`src/rtl/uart_alu_intf.sv`:
```
`default_nettype none
// ============================================================================
// Module   : uart_alu_intf
// Brief    : Assembles A, B and opcode bytes from rx_uart, latches the ALU
//            result and hands it to the UART transmitter.
//            Optional inter-byte timeout: define UART_INTF_TIMEOUT_EN.
// Revision : 1.0 - initial release
// ============================================================================
module uart_alu_intf #(
  parameter int NB_DATA        = 8,
  parameter int NB_OP          = 6,
  parameter int NB_TIMEOUT     = 24,
  parameter int TIMEOUT_CYCLES = 5000000
) (
  input  logic               i_clock,
  input  logic               i_reset,
  input  logic               i_rx_done_tick,
  input  logic [NB_DATA-1:0] i_rx_data,
  input  logic [NB_DATA-1:0] i_alu_result,
  input  logic               i_tx_done_tick,
  output logic [NB_DATA-1:0] o_alu_a,
  output logic [NB_DATA-1:0] o_alu_b,
  output logic [NB_OP-1:0]   o_alu_op,
  output logic [NB_DATA-1:0] o_tx_data,
  output logic               o_tx_start,
  output logic               o_busy,
  output logic               o_timeout
);

  localparam logic [2:0] c_st_wait_a  = 3'd0;
  localparam logic [2:0] c_st_wait_b  = 3'd1;
  localparam logic [2:0] c_st_wait_op = 3'd2;
  localparam logic [2:0] c_st_calc    = 3'd3;
  localparam logic [2:0] c_st_send    = 3'd4;
  localparam logic [2:0] c_st_wait_tx = 3'd5;

  localparam logic [NB_TIMEOUT-1:0] c_timeout_last = NB_TIMEOUT'(TIMEOUT_CYCLES - 1);

  logic [2:0]         r_state;
  logic [2:0]         w_next_state;
  logic               w_timeout;
  logic [NB_DATA-1:0] r_alu_a;
  logic [NB_DATA-1:0] r_alu_b;
  logic [NB_OP-1:0]   r_alu_op;
  logic [NB_DATA-1:0] r_tx_data;

`ifdef UART_INTF_TIMEOUT_EN
  logic [NB_TIMEOUT-1:0] r_timeout_cnt;
  logic                  w_counting;

  assign w_counting = (r_state == c_st_wait_b) || (r_state == c_st_wait_op);
  // A byte landing in the expiry cycle takes priority over the abort.
  assign w_timeout  = w_counting && !i_rx_done_tick && (r_timeout_cnt == c_timeout_last);

  always_ff @(posedge i_clock or negedge i_reset) begin
    if (!i_reset) begin
      r_timeout_cnt <= '0;
    end else if (!w_counting || i_rx_done_tick) begin
      r_timeout_cnt <= '0;
    end else begin
      r_timeout_cnt <= r_timeout_cnt + 1'b1;
    end
  end
`else
  logic w_unused_timeout_cfg;

  assign w_unused_timeout_cfg = ^c_timeout_last;
  assign w_timeout            = 1'b0;
`endif

  always_ff @(posedge i_clock or negedge i_reset) begin
    if (!i_reset) begin
      r_state <= c_st_wait_a;
    end else begin
      r_state <= w_next_state;
    end
  end

  always_comb begin
    w_next_state = r_state;
    case (r_state)
      c_st_wait_a:  if (i_rx_done_tick) w_next_state = c_st_wait_b;
      c_st_wait_b: begin
        if (i_rx_done_tick) w_next_state = c_st_wait_op;
        else if (w_timeout) w_next_state = c_st_wait_a;
      end
      c_st_wait_op: begin
        if (i_rx_done_tick) w_next_state = c_st_calc;
        else if (w_timeout) w_next_state = c_st_wait_a;
      end
      c_st_calc:    w_next_state = c_st_send;
      c_st_send:    w_next_state = c_st_wait_tx;
      c_st_wait_tx: if (i_tx_done_tick) w_next_state = c_st_wait_a;
      default:      w_next_state = c_st_wait_a;
    endcase
  end

  always_comb begin
    o_tx_start = (r_state == c_st_send);
    o_busy     = (r_state == c_st_calc) || (r_state == c_st_send) || (r_state == c_st_wait_tx);
    o_timeout  = w_timeout;
  end

  // Operand fields persist across frames; only the byte slot being filled moves.
  always_ff @(posedge i_clock or negedge i_reset) begin
    if (!i_reset) begin
      r_alu_a   <= '0;
      r_alu_b   <= '0;
      r_alu_op  <= '0;
      r_tx_data <= '0;
    end else begin
      if ((r_state == c_st_wait_a) && i_rx_done_tick) r_alu_a <= i_rx_data;
      if ((r_state == c_st_wait_b) && i_rx_done_tick) r_alu_b <= i_rx_data;
      if ((r_state == c_st_wait_op) && i_rx_done_tick) r_alu_op <= i_rx_data[NB_OP-1:0];
      if (r_state == c_st_calc) r_tx_data <= i_alu_result;
    end
  end

  assign o_alu_a   = r_alu_a;
  assign o_alu_b   = r_alu_b;
  assign o_alu_op  = r_alu_op;
  assign o_tx_data = r_tx_data;

endmodule
`default_nettype wire
```
`config.mk`:
```
export PLATFORM = sky130hd
export DESIGN_NAME = uart_alu_intf
export DESIGN_NICKNAME = d
export VERILOG_FILES = /design/src/rtl/uart_alu_intf.sv
export SDC_FILE = /design/constraint.sdc
export NUM_CORES = 1
export LEC_CHECK = 0
export CAP_MARGIN = 20
export CORE_MARGIN = 5
export CORE_UTILIZATION = 45
export CTS_BUF_LIST = sky130_fd_sc_hd__clkbuf_16
export CTS_CLUSTER_SIZE = 10
export DETAILED_ROUTE_END_ITERATION = 7
export HOLD_SLACK_MARGIN = 0.1
export PLACE_DENSITY = 0.85
export SYNTH_ARGS = -nofsm -noshare
export SYNTH_HDL_FRONTEND = slang
export SYNTH_SLANG_ARGS = --single-unit
```
`constraint.sdc`:
```
create_clock -name i_clock -period 3.95 [get_ports i_clock]
set_clock_uncertainty 0.1 [all_clocks]
set_input_delay 0.5925 -clock i_clock [delete_from_list [all_inputs] [get_ports i_clock]]
set_output_delay 0.5925 -clock i_clock [all_outputs]
set_load 0.02 [all_outputs]
```
After elaboration in Yosys (flattened, before gate mapping) --
Index checks and enable logic that the tools add are counted.
Storage, ports and cells: logic and storage cells 26, input port bits 20, flip-flop bits (word level) 33
Operators by class: equal/unequal tests 9, muxes and demuxes 5, reductions and logical operators 7
Operator list (number):
- $pmux 3 s6 | 1
- $mux 3 | 4
- $ne 2x2->1 const B | 4
- $eq 3x2->1 const B | 2
- $eq 3x3->1 const B | 2
- $reduce_and 4->1 | 1
- $eq 3x1->1 const B | 1
- $logic_and 1x1->1 | 3
- $logic_not 3->1 | 1
- $logic_or 1x1->1 | 2

Longest topological paths before layout --
Gate-level depths: netlist (run 1).
depth after elaboration 3, depth in mapped cells 4, gate-level depth less buffers 2

Least setup slack after synthesis (run 1) --
Ideal clock, no wire load.
path kind reg2out, start point reg r_state[2], end point out o_tx_start, cell stages (with the launch flop) 3, required time 3.257 ns, buffers on the path 1, path slack 2.195 ns, arrival 1.062 ns, cell sequence dfrtp_1 -> buf_2 -> nor3b_1
On the way: word-level cells in the longest chain between the ends 1
Ends and longest elaborated chain:
- start: declaration | RTL line 39 | logic [2:0] r_state;
- start signal: assignment | RTL line 73 | r_state <= c_st_wait_a;
- start signal: assignment | RTL line 75 | r_state <= w_next_state;
- $eq 3x3->1 | RTL line 99 | o_tx_start = (r_state == c_st_send);
- end: declaration | RTL line 25 | output logic o_tx_start,
No other way between the ends.

Final worst setup path (run 1) --
start point reg r_state[2], end point out o_busy
On the way: word-level cells in the longest chain between the ends 3, elaborated cells between the ends (all ways) 5
Ends and longest elaborated chain:
- $eq 3x2->1 / $eq 3x3->1 (equally long branches) | RTL line 100 | o_busy = (r_state == c_st_calc) || (r_state == c_st_send) || (r_state == c_st_wait_tx);
- $logic_or 1x1->1 | RTL line 100
- $logic_or 1x1->1 (*) | RTL line 100
- end: declaration | RTL line 26 | output logic o_busy,
Mark *: on every way between the ends. The rest lies on a longest branch, timed or not.

==> impl_table.tex, run 1 <==
\begin{tabular}{lr}
\hline
Metric & Value \\
\hline
\multicolumn{2}{l}{\textbf{Outcome}} \\
Status & complete, no violations \\
\multicolumn{2}{l}{\textbf{Final layout}} \\
\# fillers & between 150 and 200 \\
Leading cell type in the layout, fill and taps excluded & sky130\_fd\_sc\_hd\_\_clkdlybuf4s50\_1 \\
Fraction of final layout cells with drive strength greater than 1 & 0.279 \\
Non-filler cells, final & $\sim$170 \\
\# diodes & 0 \\
Area overhead of the layout relative to synthesis & 48.5\% \\
Layout Nets & 160 \\
Commonest cells after routing, fill and taps aside & 51 x sky130\_fd\_sc\_hd\_\_clkdlybuf4s50\_1, 33 x sky130\_fd\_sc\_hd\_\_dfrtp\_1, 30 x sky130\_fd\_sc\_hd\_\_mux2\_2 \\
\multicolumn{2}{l}{\textbf{STA}} \\
Final setup fails & 0 \\
Final clock period utilization by the worst path & 0.682 \\
Final count of hold timing violations & 0 \\
Slew HR & 0.307 \\
Worst Hold Margin & about 0.40 ns \\
F\_max & roughly 0.37 GHz \\
Final-report max-slew violation count & 0 \\
Unrepaired setup endpoints after global routing & false \\
Min Clock Period, post-route & around 2.7 ns \\
Slack of the critical path & about 1.3 ns \\
Setup TNS & 0 ns \\
Slew at the pin with the worst max-slew slack & 1.02 ns \\
\multicolumn{2}{l}{\textbf{Die}} \\
Initial core utilization & 0.480 \\
Die W & between 60 and 70 um \\
Height of the die & around 65 um \\
Die Area & $\sim$4200 um2 \\
Number of rows in the core area & 19 \\
Number of top-level design ports & 53 \\
Core area & around 2800 um2 \\
\multicolumn{2}{l}{\textbf{Clocking}} \\
TritonCTS clock tree & built \\
Post-CTS Setup Bufs & 0 \\
Clock edge transition at the registers on the reported setup and hold paths & around 0.050 ns \\
Post-CTS Hold Fix Bufs & 0 \\
Number of buffers on the longest clock path & 2 \\
Quantity of gates resized following cts & 0 \\
Number of clock sinks seen by CTS & 33 \\
Number of buffers created by CTS & 5 \\
Clk\_lat worst skew & 0.27 ns \\
Cell at the root of the clock tree & sky130\_fd\_sc\_hd\_\_clkbuf\_16 \\
Count of H-tree levels built during CTS & 2 \\
\multicolumn{2}{l}{\textbf{Global routing}} \\
Aggregate global routing overflow & 0 \\
Total track usage & 0.152 \\
First-pass GRT wire length & 4730 um \\
Number of global-route vias before repair & between 1k and 1.5k \\
Maximum number of pins on one net before global-route repair & 34 \\
Initial antenna violation count & 0 \\
\multicolumn{2}{l}{\textbf{Worst setup path}} \\
Required time at the worst-slack endpoint & $\sim$3.3 ns \\
CP Capture Type & primary output \\
Signal arrival time at the worst endpoint & 2.00 ns \\
Biggest fanout along the worst timing path & 10 \\
Kind of launch point of the worst setup path & register \\
Ordered list of cells on the worst path & nand3b\_1 -> nand2\_1 -> clkdlybuf4s50\_1 \\
Worst Path Class, Setup & register to primary output \\
Reg-to-reg setup timing slack & about 1.9 ns \\
Crit Reg-Reg Startpoint & r\_state[1]\$\_DFFE\_PN0P\_ \\
CP endpoint & o\_busy \\
Slowest library cell on the worst path & sky130\_fd\_sc\_hd\_\_clkdlybuf4s50\_1 \\
RR Endpoint & o\_alu\_b[0]\$\_DFFE\_PN0P\_ \\
Launching instance or port of the critical path & r\_state[2]\$\_DFFE\_PN0P\_ \\
Register-to-Register Path Depth & 2 \\
Largest stage delay on the critical path & 0.62 ns \\
\multicolumn{2}{l}{\textbf{Hold path}} \\
Min-Delay Path Class & register to register \\
\multicolumn{2}{l}{\textbf{Detailed routing}} \\
Vias per cell & about 5 \\
Post-DRT Antenna Nets & 0 \\
Highest routed metal layer & met4 \\
Detailed route wirelength on metal2 & 1550 um \\
Average routed wire per standard cell & around 17 um \\
Total DRC errors in the routed layout & 0 \\
Routed vias & 873 \\
Starting DRT DRC Count & 27 \\
Total routed wirelength & 2850 um \\
Met3 routed WL & roughly 200 um \\
Routed met1 length & approximately 1100 um \\
Initial DRT Pass Iterations & 4 \\
\multicolumn{2}{l}{\textbf{Synth}} \\
Yosys reg bits & 33 \\
Sequential cell area fraction in the yosys report & 0.613 \\
Post-Synth XOR/XNOR Area & 0 \\
Mean Syn Cell Area & about 15 um2 \\
Multiplexer share of the synthesized area & 0.251 \\
Share of synthesized cell area in and, or, nand and nor gates & 0.0891 \\
Post-synthesis compound-gate area fraction & 0.00743 \\
Synth Area in Adders & 0 \\
Number of warning messages in the yosys log & 0 \\
Post-synthesis cell area & around 1300 um2 \\
Unique masters post-synth & 17 \\
Number of instances in the synthesized netlist & 87 \\
Synthesized net count & around 110 \\
Dominant combinational cell family by area after synthesis & multiplexers \\
\multicolumn{2}{l}{\textbf{Power and ir drop}} \\
Leak Pwr & about 0.00083 uW \\
Peak supply drop & 0.534 mV \\
Pwr/cell area & 943 nW/um2 \\
\multicolumn{2}{l}{\textbf{Placement}} \\
Number of port buffers & 51 \\
Sum of net half-perimeters after detailed placement & between 2000 and 2500 um \\
Number of instances in the placed design & 164 \\
Placer Congestion & about 0.66 \\
Pre-CTS setup slack & roughly 1.2 ns \\
\multicolumn{2}{l}{\textbf{Run}} \\
MaxCap Viol Count & 0 \\
\hline
\end{tabular}
## worst min path at each step
| stage | startpoint | end | cells past startpoint |
|---|---|---|---|
| 6_report | o_alu_op[5]$_DFFE_PN0P_ | o_alu_op[5]$_DFFE_PN0P_ | 1 |
| 5_1_grt | o_tx_data[0]$_DFFE_PN0N_ | o_tx_data[0]$_DFFE_PN0N_ | 1 |
| 4_1_cts | o_tx_data[0]$_DFFE_PN0N_ | o_tx_data[0]$_DFFE_PN0N_ | 1 |
| 3_5_place_dp | o_tx_data[0]$_DFFE_PN0N_ | o_tx_data[0]$_DFFE_PN0N_ | 1 |
| 3_3_place_gp | o_tx_data[0]$_DFFE_PN0N_ | o_tx_data[0]$_DFFE_PN0N_ | 1 |
| 2_1_floorplan | i_reset | o_alu_a[0]$_DFFE_PN0P_ | 0 |
## registers in the layout (all words and copies together) (netlist names)
name	count
o_alu_a	8
o_alu_op	6
r_state	3
o_tx_data	8
o_alu_b	8
## power by group
group | internal, uW | leakage, uW | switching, uW
Combinational | 500 | 0.000372 | 399
Sequential | 514 | 0.000392 | 126
Clock | 224 | 0.0000685 | 122
## metrics by stage
stage          utilization  total power, uW  area (um2)
6_report             0.713             1890        2000
5_1_grt              0.713             1990        2000
4_1_cts              0.713             1910        2000
3_5_place_dp         0.666             1560        1870
3_3_place_gp         0.666             1520        1870
2_1_floorplan            -             1140        1350
## critical path, delay by kind of cell, from the launching register on
kind / cells / cell delay [ns]
and+or+nand+nor: 2 / 0.62
DFF: 1 / 0.49
buffers and inverters: 1 / 0.62
## cell families (layout without fill, tap and decap cells)
kind of cell / after synthesis / in the layout
flops: 33 / 33
mux: 30 / 30
simple gates: 14 / 14
buf+inv: 7 / 60
compound gates: 2 / 2
other cells: 1 / 1
## per-layer routing
metal	track usage	vias to the layer above
li1	-	410
met1	0.166	434
met2	0.259	27
met3	0.0691	2
met4	0.0554	0
met5	0	-
## final cells by class
cell class,instances,area (um2),area share
clock inverters,2,7.51,0.00375
clock buffers,5,125,0.0625
multi-input cells,47,478,0.239
well taps,31,38.8,0.0194
flip-flops and latches,33,826,0.413
repair buffers,53,526,0.263
## cell usage after synthesis
master,number,area [um2]
sky130_fd_sc_hd__or4_1,1,7.51
sky130_fd_sc_hd__dfrtp_1,33,826
sky130_fd_sc_hd__o21ai_0,1,5.00
sky130_fd_sc_hd__buf_4,1,7.51
sky130_fd_sc_hd__buf_2,4,20.0
sky130_fd_sc_hd__nand2_1,1,3.75
sky130_fd_sc_hd__buf_6,2,22.5
sky130_fd_sc_hd__conb_1,1,3.75
sky130_fd_sc_hd__nor4bb_1,2,20.0
sky130_fd_sc_hd__nor3b_1,3,22.5
sky130_fd_sc_hd__nor4b_1,1,8.76
sky130_fd_sc_hd__nand2b_1,2,12.5
sky130_fd_sc_hd__nand3b_1,2,15.0
sky130_fd_sc_hd__and2_1,1,6.26
sky130_fd_sc_hd__nor4b_4,1,23.8
sky130_fd_sc_hd__mux2_2,30,338
sky130_fd_sc_hd__a21oi_1,1,5.00
Note: power is estimated with default switching activity, not from simulation.
==> run 2, diff against run 1 <==
- CORE_UTILIZATION: 45 -> 38
- PLACE_DENSITY: 0.85 -> 0.77
- clock period: 3.95 -> 2.4 ns (I/O delays scaled with it)
==> run 2 against run 1 <==
Against the previous run: register-to-register slack lost 1.2 ns; final cell count increased by 9.9%; die area increased by 15%; first-iteration DRC count fell by 52%; hold slack got worse by 0.016 ns; critical path type unchanged; critical endpoint is now o_tx_start; largest cell class unchanged.
==> impl_table.tex, run 2 (synthesis results as in run 1) <==
\begin{tabular}{lr}
\hline
Metric & Value \\
\hline
\multicolumn{2}{l}{\textbf{Clocking}} \\
Number of buffers created by CTS & 5 (unchanged) \\
Quantity of gates resized following cts & 0 (unchanged) \\
Count of H-tree levels built during CTS & 2 (unchanged) \\
Cell at the root of the clock tree & sky130\_fd\_sc\_hd\_\_clkbuf\_16 \\
Post-CTS Setup Bufs & 0 (unchanged) \\
TritonCTS clock tree & built \\
Clk\_lat worst skew & 0.27 ns (about the same) \\
Number of buffers on the longest clock path & 2 (unchanged) \\
Clock edge transition at the registers on the reported setup and hold paths & 0.05 ns (about the same) \\
Number of clock sinks seen by CTS & 33 (unchanged) \\
Post-CTS Hold Fix Bufs & 0 (unchanged) \\
\multicolumn{2}{l}{\textbf{Detailed routing}} \\
Total routed wirelength & 2870 um (+0.56\%) \\
Post-DRT Antenna Nets & 0 (unchanged) \\
Total DRC errors in the routed layout & 0 (unchanged) \\
Starting DRT DRC Count & 13 (-52\%) \\
Initial DRT Pass Iterations & 4 (unchanged) \\
Routed vias & 893 (+2.3\%) \\
Average routed wire per standard cell & 15.3 um (-8.5\%) \\
Vias per cell & 4.75 (-7.0\%) \\
\multicolumn{2}{l}{\textbf{Global routing}} \\
Initial antenna violation count & 0 (unchanged) \\
First-pass GRT wire length & 5040 um (+6.5\%) \\
Aggregate global routing overflow & 0 (unchanged) \\
Total track usage & 0.134 (-0.0181) \\
Number of global-route vias before repair & 1001 (-0.79\%) \\
Maximum number of pins on one net before global-route repair & 34 (unchanged) \\
\multicolumn{2}{l}{\textbf{Worst setup path}} \\
Kind of launch point of the worst setup path & register \\
Worst Path Class, Setup & register to primary output \\
Register-to-Register Path Depth & 2 (unchanged) \\
CP endpoint & o\_tx\_start \\
Signal arrival time at the worst endpoint & 1.71 ns (-0.29 ns) \\
Crit Reg-Reg Startpoint & r\_state[0]\$\_DFFE\_PN0P\_ \\
Required time at the worst-slack endpoint & 1.94 ns (-1.32 ns) \\
Launching instance or port of the critical path & r\_state[2]\$\_DFFE\_PN0P\_ \\
Reg-to-reg setup timing slack & 0.71 ns (-1.16 ns) \\
Biggest fanout along the worst timing path & 10 (unchanged) \\
CP Capture Type & primary output \\
RR Endpoint & o\_alu\_a[1]\$\_DFFE\_PN0P\_ \\
\multicolumn{2}{l}{\textbf{STA}} \\
Unrepaired setup endpoints after global routing & false \\
Setup TNS & 0 ns (unchanged) \\
F\_max & 0.460 GHz \\
Worst Hold Margin & 0.385 ns (-0.0156 ns) \\
Slew HR & 0.636 (+0.329) \\
Final count of hold timing violations & 0 (unchanged) \\
Final setup fails & 0 (unchanged) \\
Final clock period utilization by the worst path & 0.906 \\
Final-report max-slew violation count & 0 (unchanged) \\
Min Clock Period, post-route & roughly 2.2 ns \\
Slew at the pin with the worst max-slew slack & 0.543 ns (-0.481 ns) \\
\multicolumn{2}{l}{\textbf{Final layout}} \\
Commonest cells after routing, fill and taps aside & 51 x sky130\_fd\_sc\_hd\_\_clkdlybuf4s50\_1, 33 x sky130\_fd\_sc\_hd\_\_dfrtp\_1, 30 x sky130\_fd\_sc\_hd\_\_mux2\_2 \\
Layout Nets & 162 (+1.3\%) \\
\# fillers & 270 (+38\%) \\
\# diodes & 0 (unchanged) \\
Area overhead of the layout relative to synthesis & 51.0\% \\
Leading cell type in the layout, fill and taps excluded & sky130\_fd\_sc\_hd\_\_clkdlybuf4s50\_1 \\
Fraction of final layout cells with drive strength greater than 1 & 0.289 (+0.0102) \\
\multicolumn{2}{l}{\textbf{Run}} \\
MaxCap Viol Count & 0 (unchanged) \\
\multicolumn{2}{l}{\textbf{Power and ir drop}} \\
Leak Pwr & 0.000842 uW (+1.1\%) \\
Pwr/cell area & 1530 nW/um2 (+62\%) \\
Peak supply drop & 0.763 mV (+43\%) \\
\multicolumn{2}{l}{\textbf{Placement}} \\
Number of port buffers & 51 (unchanged) \\
Placer Congestion & 0.661 (+0.21\%) \\
Sum of net half-perimeters after detailed placement & 2180 um (+1.5\%) \\
\multicolumn{2}{l}{\textbf{Die}} \\
Number of rows in the core area & 21 (+2) \\
Core area & 3390 um2 (+21\%) \\
Initial core utilization & 0.398 (-0.0828) \\
Die W & 69.6 um (+7.5\%) \\
Number of top-level design ports & 53 (unchanged) \\
Die Area & 4840 um2 (+15\%) \\
Height of the die & 69.6 um (+7.5\%) \\
\multicolumn{2}{l}{\textbf{Hold path}} \\
Min-Delay Path Class & primary input to asynchronous set/reset pin \\
\multicolumn{2}{l}{\textbf{Outcome}} \\
Status & complete, no violations \\
\hline
\end{tabular}
==> run 2: cell count changes in the layout (fill, tap and decap cells not counted) <==
cell | before | now
sky130_fd_sc_hd__buf_4 | 2 | 4
==> run 2: power by group <==
group          switching, uW  internal, uW
combinational            655           836
clock                    200           369
sequential               207           847
total                   1060          2050
==> run 2: worst max-delay path: stages, from the launching register on <==
cell	delay (ns)
sky130_fd_sc_hd__dfrtp_1	0.53
sky130_fd_sc_hd__nor3b_1	0.27
sky130_fd_sc_hd__clkdlybuf4s50_1	0.65
==> run 2: worst min path at each step <==
stage	start	end	depth (start not counted)
global placement	o_tx_data[1]$_DFFE_PN0N_	o_tx_data[1]$_DFFE_PN0N_	1
finish	i_reset	o_alu_op[1]$_DFFE_PN0P_	2
CTS	i_reset	o_alu_op[1]$_DFFE_PN0P_	2
global route	o_alu_b[0]$_DFFE_PN0P_	o_alu_b[0]$_DFFE_PN0P_	1
floorplan	i_reset	o_alu_a[0]$_DFFE_PN0P_	0
detailed placement	o_alu_b[0]$_DFFE_PN0P_	o_alu_b[0]$_DFFE_PN0P_	1
==> run 2: cell type report <==
type | count | area [um2] | share of cell area
Clock buffer | 5 | 125 | 0.0615
Clock inverter | 2 | 7.51 | 0.00369
Timing Repair Buffer | 55 | 541 | 0.266
Tap cell | 46 | 57.6 | 0.0283
Sequential cell | 33 | 826 | 0.406
Multi-Input combinational cell | 47 | 478 | 0.235
==> run 2: metrics by stage <==
stage / utilization / setup WS [ns] / instances / cell area [um2] / total power (uW)
6_report: 0.600 / 0.226 / 188 / 2030 / 3110
3_3_place_gp: 0.561 / 0.416 / 181 / 1900 / 2520
4_1_cts: 0.600 / 0.218 / 188 / 2030 / 3160
3_5_place_dp: 0.561 / 0.326 / 181 / 1900 / 2570
2_1_floorplan: - / 0.856 / 87 / 1350 / 1880
5_1_grt: 0.600 / 0.104 / 188 / 2030 / 3300
==> run 2: routing by layer <==
metal / track usage / up-vias / wire, um
met4: 0.0586 / 0 / 54
met1: 0.145 / 444 / 1130
met5: 0 / - / 0
li1: - / 416 / -
met3: 0.0522 / 4 / 171
met2: 0.230 / 29 / 1510
